$ cat config.mk
export PLATFORM = sky130hd
export DESIGN_NAME = mem_io_bridge_flat
export DESIGN_NICKNAME = d
export VERILOG_FILES = /design/src/rtl/mem_io_bridge_pkg.sv /design/src/rtl/mem_io_bridge_if.sv /design/src/rtl/mem_io_bridge_sync2.sv /design/src/rtl/mem_io_bridge.sv /design/src/flat_wrapper.sv
export SDC_FILE = /design/constraint.sdc
export NUM_CORES = 1
export LEC_CHECK = 0
export CELL_PAD_IN_SITES_DETAIL_PLACEMENT = 0
export CELL_PAD_IN_SITES_GLOBAL_PLACEMENT = 1
export CORE_MARGIN = 5
export CORE_UTILIZATION = 28
export CTS_CLUSTER_DIAMETER = 80
export DETAILED_ROUTE_END_ITERATION = 10
export PLACE_DENSITY = 0.84
export RECOVER_POWER = 100
export REMOVE_ABC_BUFFERS = 1
export SLEW_MARGIN = 20
export SYNTH_ARGS = -nofsm -noshare
export SYNTH_HDL_FRONTEND = slang
export SYNTH_SLANG_ARGS = --single-unit
$ cat constraint.sdc
create_clock -name clk -period 1.9 [get_ports clk]
set_input_delay 0.19 -clock clk [delete_from_list [all_inputs] [get_ports clk]]
set_output_delay 0.19 -clock clk [all_outputs]
set_load 0.005 [all_outputs]
$ cat src/rtl/mem_io_bridge_pkg.sv
// Shared types and address map for the CPU memory/I-O bridge.
package mem_io_pkg;

    localparam int unsigned DATA_W = 16;
    localparam int unsigned ADDR_W = 9;
    localparam int unsigned RAM_AW = 8;
    localparam int unsigned SW_W   = 8;
    localparam int unsigned LED_W  = 8;

    localparam logic [ADDR_W-1:0] LED_ADDR = 9'h100;
    localparam logic [ADDR_W-1:0] SW_ADDR  = 9'h140;

    typedef enum logic [1:0] {
        MNONE  = 2'b00,
        MREAD  = 2'b01,
        MWRITE = 2'b10
    } mem_cmd_t;

    typedef enum logic [1:0] {
        IDLE    = 2'b00,
        RD_WAIT = 2'b01,
        RESP    = 2'b10
    } bridge_state_t;

    typedef enum logic [1:0] {
        DEC_RAM,
        DEC_LED,
        DEC_SW,
        DEC_NONE
    } region_t;

    // RAM occupies the lower half; the upper half holds only two registers.
    function automatic region_t decode(input logic [ADDR_W-1:0] addr);
        if (!addr[ADDR_W-1])    return DEC_RAM;
        else if (addr == LED_ADDR) return DEC_LED;
        else if (addr == SW_ADDR)  return DEC_SW;
        else                       return DEC_NONE;
    endfunction

endpackage

$ cat src/rtl/mem_io_bridge_if.sv
// CPU-side memory bus between the CPU and the bridge.
interface mem_io_bridge_if;
    import mem_io_pkg::*;

    logic [1:0]        mem_cmd;
    logic [ADDR_W-1:0] mem_addr;
    logic [DATA_W-1:0] write_data;
    logic [DATA_W-1:0] read_data;
    logic              mem_ready;

    modport master (
        output mem_cmd, mem_addr, write_data,
        input  read_data, mem_ready
    );

    modport slave (
        input  mem_cmd, mem_addr, write_data,
        output read_data, mem_ready
    );
endinterface

$ cat src/rtl/mem_io_bridge_sync2.sv
// Two-flop synchroniser for asynchronous board inputs.
module sync2 #(
    parameter int unsigned W = 8
) (
    input  logic         clk,
    input  logic         reset,
    input  logic [W-1:0] d_i,
    output logic [W-1:0] q_o
);
    logic [W-1:0] meta_q;
    logic [W-1:0] sync_q;

    always_ff @(posedge clk or posedge reset) begin
        if (reset) begin
            meta_q <= '0;
            sync_q <= '0;
        end else begin
            meta_q <= d_i;
            sync_q <= meta_q;
        end
    end

    assign q_o = sync_q;
endmodule

$ cat src/rtl/mem_io_bridge.sv
// Decodes CPU accesses to RAM / LED / switches, sequences RAM reads and
// returns a one-cycle mem_ready; also holds sticky halt and bus error flags.
module mem_io_bridge
    import mem_io_pkg::*;
(
    input  logic              clk,
    input  logic              reset,
    mem_io_bridge_if.slave    cpu,
    output logic [RAM_AW-1:0] ram_addr,
    output logic [DATA_W-1:0] ram_wdata,
    output logic              ram_we,
    input  logic [DATA_W-1:0] ram_rdata,
    input  logic [SW_W-1:0]   sw,
    input  logic              halt,
    output logic [8:0]        ledr,
    output logic              bus_err
);
    bridge_state_t     state_q, state_d;
    logic [DATA_W-1:0] read_data_q, read_data_d;
    logic [LED_W-1:0]  led_q, led_d;
    logic              bus_err_q, bus_err_d;
    logic              mem_ready_q;
    logic              halt_q;
    logic              ram_we_c;
    logic [SW_W-1:0]   sw_sync;
    region_t           region;

    sync2 #(.W(SW_W)) u_sw_sync (
        .clk   (clk),
        .reset (reset),
        .d_i   (sw),
        .q_o   (sw_sync)
    );

    assign region = decode(cpu.mem_addr);

    always_ff @(posedge clk or posedge reset) begin
        if (reset) begin
            state_q     <= IDLE;
            read_data_q <= '0;
            led_q       <= '0;
            bus_err_q   <= 1'b0;
            mem_ready_q <= 1'b0;
            halt_q      <= 1'b0;
        end else begin
            state_q     <= state_d;
            read_data_q <= read_data_d;
            led_q       <= led_d;
            bus_err_q   <= bus_err_d;
            mem_ready_q <= (state_d == RESP);
            halt_q      <= halt_q | halt;
        end
    end

    always_comb begin
        state_d     = state_q;
        read_data_d = read_data_q;
        led_d       = led_q;
        bus_err_d   = bus_err_q;
        ram_we_c    = 1'b0;
        case (state_q)
            IDLE: begin
                case (cpu.mem_cmd)
                    MREAD: begin
                        if (region == DEC_RAM) begin
                            state_d = RD_WAIT;
                        end else if (region == DEC_SW) begin
                            read_data_d = {8'h00, sw_sync};
                            state_d     = RESP;
                        end else begin
                            read_data_d = '0;
                            bus_err_d   = 1'b1;
                            state_d     = RESP;
                        end
                    end
                    MWRITE: begin
                        if (region == DEC_RAM) begin
                            ram_we_c = 1'b1;
                        end else if (region == DEC_LED) begin
                            led_d = cpu.write_data[LED_W-1:0];
                        end else begin
                            bus_err_d = 1'b1;
                        end
                        state_d = RESP;
                    end
                    2'b11:   bus_err_d = 1'b1;
                    default: ;
                endcase
            end
            RD_WAIT: begin
                read_data_d = ram_rdata;
                state_d     = RESP;
            end
            RESP:    state_d = IDLE;
            default: state_d = IDLE;
        endcase
    end

    assign ram_addr      = cpu.mem_addr[RAM_AW-1:0];
    assign ram_wdata     = cpu.write_data;
    // The write strobe is combinational, so gate it off while reset is held.
    assign ram_we        = ram_we_c & ~reset;
    assign cpu.read_data = read_data_q;
    assign cpu.mem_ready = mem_ready_q;
    assign ledr          = {halt_q, led_q};
    assign bus_err       = bus_err_q;
endmodule

$ cat src/flat_wrapper.sv
// flat-port wrapper written by rule: the top's interface ports become plain ports
module mem_io_bridge_flat import mem_io_pkg::*;
  (clk, reset, ram_addr, ram_wdata, ram_we, ram_rdata, sw, halt, ledr, bus_err, cpu_mem_cmd, cpu_mem_addr, cpu_write_data, cpu_read_data, cpu_mem_ready);
  mem_io_bridge_if cpu_i ();
  input  logic clk;
  input  logic reset;
  output logic [RAM_AW-1:0] ram_addr;
  output logic [DATA_W-1:0] ram_wdata;
  output logic ram_we;
  input  logic [DATA_W-1:0] ram_rdata;
  input  logic [SW_W-1:0] sw;
  input  logic halt;
  output logic [8:0] ledr;
  output logic bus_err;
  input wire logic [$bits(cpu_i.mem_cmd)-1:0] cpu_mem_cmd;
  input wire logic [$bits(cpu_i.mem_addr)-1:0] cpu_mem_addr;
  input wire logic [$bits(cpu_i.write_data)-1:0] cpu_write_data;
  output wire logic [$bits(cpu_i.read_data)-1:0] cpu_read_data;
  output wire logic [$bits(cpu_i.mem_ready)-1:0] cpu_mem_ready;
  assign cpu_i.mem_cmd = cpu_mem_cmd;
  assign cpu_i.mem_addr = cpu_mem_addr;
  assign cpu_i.write_data = cpu_write_data;
  assign cpu_read_data = cpu_i.read_data;
  assign cpu_mem_ready = cpu_i.mem_ready;
  mem_io_bridge u_core (.clk(clk), .reset(reset), .cpu(cpu_i), .ram_addr(ram_addr), .ram_wdata(ram_wdata), .ram_we(ram_we), .ram_rdata(ram_rdata), .sw(sw), .halt(halt), .ledr(ledr), .bus_err(bus_err));
endmodule
==> results of run 1 <==
cell usage after synthesis (all sizes together):
master,n,area [µm²]
nor2b,1,6.260
a21oi,2,10.01
a21o,1,7.510
mux2,8,90.09
nor2,2,7.510
and4b,2,20.02
a22o,8,70.07
nand4,2,27.53
or2,2,12.51
and3b,1,10.01
ha,3,37.54
nor3,3,20.02
nand2,8,30.03
a31o,1,8.760
buf,27,197.7
o21bai,1,7.510
nor4,1,21.27
o211ai,9,67.56
inv,11,41.29
clkbuf,2,7.510
dfrtp,45,1126
and3,1,6.260
o21ai,8,40.04
final cells by class:
| type | instances | share of cell area, % |
|---|---|---|
| Multi-Input combinational cell | 64 | 17.44 |
| Sequential cell | 45 | 40.76 |
| Inverter | 11 | 1.495 |
| Clock inverter | 2 | 0.5435 |
| Tap cell | 77 | 3.487 |
| Timing Repair Buffer | 95 | 33.65 |
| Clock buffer | 6 | 2.627 |
logic make-up after synthesis:
family / count (synthesis)
AOI/OAI and AO/OA: 30
muxes: 8
DFF: 45
adders and majority gates: 3
and+or+nand+nor: 23
buffers and inverters: 40
sequential cells by signal (all words and copies together) (netlist names):
name                     flops
u_core.u_sw_sync.meta_q      8
u_core.led_q                 8
u_core.cpu.read_data        16
u_core.halt_q                1
u_core.u_sw_sync.q_o         8
u_core.bus_err               1
u_core.cpu.mem_ready         1
u_core.state_q               2
metal layers:
layer	global-route usage [%]	vias to the layer above
met3	4.910	2
li1	-	634
met4	2.599	0
met2	18.99	49
met5	0	-
met1	12.19	640
critical path, stage by stage:
cell and delay, ns:
clkdlybuf4s50_1 0.42, inv_1 0.09, ha_1 0.21, and4b_1 0.21
clkdlybuf4s50_1 0.51
report_power, final:
part	switching [mW]	internal [mW]	leakage [nW]
logic	0.133	0.225	0.696
clock network	0.323	0.259	0.0374
registers	0.0311	1.03	0.571
stage by stage:
stage	power, mW	util, %	cells	hold WS, ns	worst slack [ns]
after floorplan	1.185	-	120	0.2214	0.2283
after global placement	1.479	42.04	292	0.3321	0.06037
after detailed placement	1.488	42.04	292	0.3373	0.02443
after CTS	2.083	43.41	300	0.3112	0.06331
after global routing	2.123	43.02	300	0.3587	0.003685
final	2.002	43.02	300	0.3536	0.07916
how the worst max path moves through the flow:
stage | slack (ns) | to
detailed placement | 0.02 | u_core.led_q[0]
global route | 0.004 | ram_we
global placement | 0.06 | u_core.led_q[6]
finish | 0.08 | ram_we
floorplan | 0.23 | ram_we
CTS | 0.06 | ram_we
==> flow_metrics.py, run 1 <==
metrics = {
    "run_status": {
        "status": "finished clean",
    },
    "setup_path": {
        "r2r_slack_ns": 0.49,
        "r2r-start": "u_core.state_q[0]",
        "rr_worst_depth": 4,
        "path_max_fanout": 4,
        "startpoint": "cpu_mem_cmd[0]",
        "crit_type": "primary input to output pin",
        "start_kind": "primary input",
        "cp.arrival_ns": 1.63,
        "r2r_end": "u_core.led_q[0]",
        "cp_data_required_time_ns": 1.71,
        "crit_path_end_kind": "output pin",
    },
    "drt": {
        "drtAntennaViolNets": 0,
        "wl_met1_um": 1785,
        "dr.max_layer_used": "met4",
        "viasPerCell": 4.417,
        "first_pass_iters": 5,
        "drt-total-wl_um": 4501,
        "drc": 0,
        "met3WireLength_um": 321,
        "drt-initial-drc-count": 41,
        "wl_per_cell_um": 15.00,
        "vias": 1325,
        "met2_length_um": 2379,
    },
    "job": {
        "maxCapViolCount": 0,
    },
    "clocking": {
        "cts_tree": "yes",
        "post_cts_buffers": 0,
        "cts_buffer_depth": 2,
        "clockRootBuffer": "clkbuf_8",
        "cts_hold_buf": 0,
        "cts.htree.levels": 2,
        "clock_sinks": 45,
        "path_clk_slew_ns": 0.08,
        "cts_buffers": 5,
        "cts_resized": 0,
        "worstSkewPairLatency_ns": 0.29,
    },
    "floorplan": {
        "die_h_um": 91.79,
        "rows": 29,
        "die_w_um": 91.79,
        "start_util_pct": 29.16,
        "io_pins": 106,
        "die_area_um2": 8425,
        "core_area_um2": 6422,
    },
    "yosys": {
        "synth_cell_types": 26,
        "synth_fa_ha_area_share_pct": 2.004,
        "synthCells": 149,
        "ys_seq_area_share_pct": 60.12,
        "muxShareOfSynthArea_pct": 4.810,
        "synth_top_family_by_area": "buffers and inverters",
        "ys_seq_elements": 45,
        "ys_warn_count": 0,
        "synthSimpleGateAreaFrac_pct": 8.617,
        "synth_compound_area_share_pct": 11.29,
        "synth-xor-area-share_pct": 0,
        "syn_area_um2": 1873,
        "synth.avg_cell_area_um2": 12.57,
    },
    "worst_hold_path": {
        "hold_end": "u_core.u_sw_sync.q_o[5]",
        "hold_path_depth": 0,
        "worstHoldPathType": "flip-flop to flip-flop",
        "hold_start": "u_core.u_sw_sync.meta_q[5]",
    },
    "layout": {
        "drive_above_1_share_pct": 11.21,
        "areaGrowthSynthToFinish_pct": 47.50,
        "n_antenna_cell": 0,
        "finalNetCount": 279,
        "final-seq-area_um2": 1126,
        "design_area_um2": 2763,
        "final_cell_mix": "52 x dlygate4sd3_1, 45 x dfrtp_1, 37 x clkdlybuf4s50_1, 11 x inv_1, 9 x o211ai_1",
        "final_common_cell": "dlygate4sd3_1",
        "multiInputGateArea_um2": 481.7,
        "fill_cells": 606,
    },
    "timing": {
        "worstMarginPinSlew_ns": 1.093,
        "max-slew-margin-rel_pct": 27.16,
        "min_period_ns": 1.821,
        "max_freq_mhz": 549.2,
        "min_period_over_period_pct": 95.83,
        "fin_setup_tns_ns": 0,
        "skew_ns": 0.005362,
        "setup_viol": 0,
        "rsz0062_at_grt": "no",
        "slew_violations": 0,
        "finalHoldViolations": 0,
    },
    "global_route": {
        "grt_overflow": 0,
        "grt_pass1_wl_um": 7265,
        "grt_max_degree": 46,
        "antenna_found_initial": 0,
        "grt_pass1_vias": 1444,
        "track_usage_pct": 10.89,
    },
    "power": {
        "leakage_nw": 1.304,
        "ir_drop_mv": 0.4757,
        "powerDensity_nw_per_um2": 724.6,
    },
    "placed_design": {
        "portBuffers": 89,
        "post-dp-hpwl_um": 3447,
        "gp_congestion": 0.7090,
        "dpl_cell_area_um2": 2700,
    },
}
Power figures use the tool's default switching activity.
==> run 2: changes to the inputs <==
--- a/config.mk
+++ b/config.mk
@@ -8,13 +8,15 @@
 export CELL_PAD_IN_SITES_DETAIL_PLACEMENT = 0
 export CELL_PAD_IN_SITES_GLOBAL_PLACEMENT = 1
 export CORE_MARGIN = 5
-export CORE_UTILIZATION = 28
+export CORE_UTILIZATION = 29
 export CTS_CLUSTER_DIAMETER = 80
 export DETAILED_ROUTE_END_ITERATION = 10
-export PLACE_DENSITY = 0.84
+export GPL_TIMING_DRIVEN = 0
+export PLACE_DENSITY = 0.85
 export RECOVER_POWER = 100
 export REMOVE_ABC_BUFFERS = 1
 export SLEW_MARGIN = 20
 export SYNTH_ARGS = -nofsm -noshare
 export SYNTH_HDL_FRONTEND = slang
+export SYNTH_HIERARCHICAL = 1
 export SYNTH_SLANG_ARGS = --single-unit
==> flow_metrics.py, run 2 <==
metrics = {
    "yosys": {
        "ys_seq_elements": 45,
        "synth_top_cells_by_area": "dfrtp_1 60%, buf_4 10%, mux2_2 5.4%",
        "synth_cell_types": 29,
        "ys_async_sr_fraction_pct": 100.0,
        "yosysMostFrequentCell": "dfrtp_1",
        "synth_edf_count": 0,
        "syn_area_um2": 1874,
        "synth_top_area_share_pct": 60.08,
        "synthCells": 135,
        "yosysTopAreaCell": "dfrtp_1",
        "ys_warn_count": 6,
        "ys_seq_area_share_pct": 60.08,
        "synth_common_cells": "45 x dfrtp_1, 25 x buf_4, 9 x mux2_2",
        "synth_flop_cell": "dfrtp_1",
        "synth.avg_cell_area_um2": 13.88,
    },
    "placed_design": {
        "dpl_cell_area_um2": 2639,
        "gp_congestion": 0.7309,
        "dp.cells": 272,
        "dp_slack_ns": -0.2509,
        "post-dp-hpwl_um": 3133,
        "portBuffers": 89,
    },
    "layout": {
        "largest_register_ffs": 16,
        "n_antenna_cell": 0,
        "multiInputGateArea_um2": 510.5,
        "fill_cells": 598,
        "final_common_cell": "dlygate4sd3_1",
        "finalNetCount": 259,
        "final_cell_mix": "49 x dlygate4sd3_1, 45 x dfrtp_1, 40 x clkdlybuf4s50_1, 9 x mux2_2",
        "final-seq-area_um2": 1126,
        "areaGrowthSynthToFinish_pct": 48.40,
        "fin_util_pct": 44.05,
        "finalNonFillerCells": 280,
        "design_area_um2": 2781,
        "drive_above_1_share_pct": 18.23,
    },
    "timing": {
        "layout_setup_ws_ns": 0.08560,
        "rsz0062_at_grt": "yes",
        "skew_ns": 0.004920,
        "min_period_ns": 1.814,
        "setup_viol": 0,
        "slew_violations": 0,
        "min_period_over_period_pct": 95.49,
        "holdWs_ns": 0.3069,
        "finalHoldViolations": 0,
        "worstMarginPinSlew_ns": 0.6503,
        "fin_setup_tns_ns": 0,
        "max_freq_mhz": 551.1,
        "max-slew-margin-rel_pct": 56.45,
    },
    "global_route": {
        "grt_pass1_vias": 1362,
        "track_usage_pct": 9.727,
        "grt_pass1_wl_um": 6672,
        "grt_max_degree": 31,
        "grt_overflow": 0,
        "antenna_found_initial": 0,
    },
    "setup_path": {
        "cpMaxStageDelayCell": "clkdlybuf4s50_1",
        "startpoint": "u_core/state_q[1]",
        "rr_worst_depth": 2,
        "cp_data_required_time_ns": 1.71,
        "path_cells": "nor3_1, and3_1, clkdlybuf4s50_1",
        "slowest_delay_ns": 0.50,
        "path_max_fanout": 8,
        "r2r-start": "u_core/state_q[1]",
        "crit_path_end_kind": "output pin",
        "r2r_slack_ns": 0.35,
        "crit_buf_inv": 1,
        "r2r_end": "u_core/cpu.read_data[2]",
        "cp_top_family": "buffers and inverters",
        "start_kind": "flip-flop",
        "crit_type": "flip-flop to output pin",
        "cp.arrival_ns": 1.62,
    },
    "floorplan": {
        "start_util_pct": 29.69,
        "die_w_um": 90.40,
        "core_area_um2": 6314,
        "die_h_um": 90.40,
        "io_pins": 106,
        "die_area_um2": 8171,
        "rows": 29,
    },
    "clocking": {
        "path_clk_slew_ns": 0.08,
        "cts_buffers": 5,
        "cts_hold_buf": 0,
        "cts_buffer_depth": 2,
        "clockRootBuffer": "clkbuf_8",
        "post_cts_buffers": 0,
        "clock_sinks": 45,
        "cts.htree.levels": 2,
        "cts_tree": "yes",
        "worstSkewPairLatency_ns": 0.28,
    },
    "job": {
        "maxCapViolCount": 0,
    },
    "drt": {
        "vias": 1265,
        "drt-total-wl_um": 4046,
        "wl_per_cell_um": 14.45,
        "drtAntennaViolNets": 0,
        "drt-initial-drc-count": 37,
        "viasPerCell": 4.518,
        "first_pass_iters": 2,
        "drc": 0,
    },
    "power": {
        "leakage_nw": 1.290,
        "power_mw": 2.149,
        "powerDensity_nw_per_um2": 772.5,
        "ir_drop_mv": 0.3691,
    },
    "run_status": {
        "status": "finished clean",
    },
    "worst_hold_path": {
        "worstHoldPathType": "primary input to asynchronous set/reset pin",
    },
}
-- run 2: power breakdown --
group / switching [mW] / internal [mW] / total, mW / leakage (nW)
combinational: 0.111 / 0.241 / 0.352 / 0.661
sequential: 0.0394 / 1.03 / 1.07 / 0.571
clock: 0.297 / 0.429 / 0.725 / 0.0585
-- run 2: final cells by class --
class | instances | area share (%)
clock buffers | 7 | 3.104
clock inverters | 1 | 1.080
repair buffers | 89 | 32.03
flip-flops and latches | 45 | 40.49
well taps | 77 | 3.464
multi-input cells | 57 | 18.35
inverters | 4 | 1.484
-- run 2: worst max-delay path by stage --
| stage | slack, ns | depth (start not counted) | to |
|---|---|---|---|
| 2_1_floorplan | 0.50 | 5 | u_core/cpu.read_data[2] |
| 3_3_place_gp | -0.63 | 4 | ram_we |
| 3_5_place_dp | -0.25 | 4 | ram_we |
| 4_1_cts | 0.008 | 4 | ram_we |
| 5_1_grt | -0.007 | 6 | u_core/led_q[7] |
| 6_report | 0.09 | 3 | ram_we |
-- run 2: repair_timing --
item                                    4_1_cts  5_1_grt
endpoints found under the setup margin        1        2
cloned                                        0        0
gates resized for setup                       2        4
-- run 2: worst register-to-register path, stage by stage (launching register included) --
cell and delay (ns):
dfrtp_1 0.47, or2_1 0.50, a221o_2 0.47
-- run 2: logic make-up (layout without fill, tap and decap cells) --
group	Yosys count	after routing	share of synthesized area, %
buffers and inverters	33	101	12.68
adder cells (fa/ha/maj)	3	3	2.003
AND/OR/NAND/NOR	24	24	9.079
multiplexers	9	9	5.407
AO/OA/AOI/OAI	21	21	10.75
flip-flops	45	45	60.08
-- run 2: routing by layer --
layer	up-vias	routed length [µm]	track usage (%)
met3	0	478	4.833
met1	604	1684	11.76
li1	583	-	-
met2	78	1882	15.91
met4	0	0	1.489
met5	-	0	0
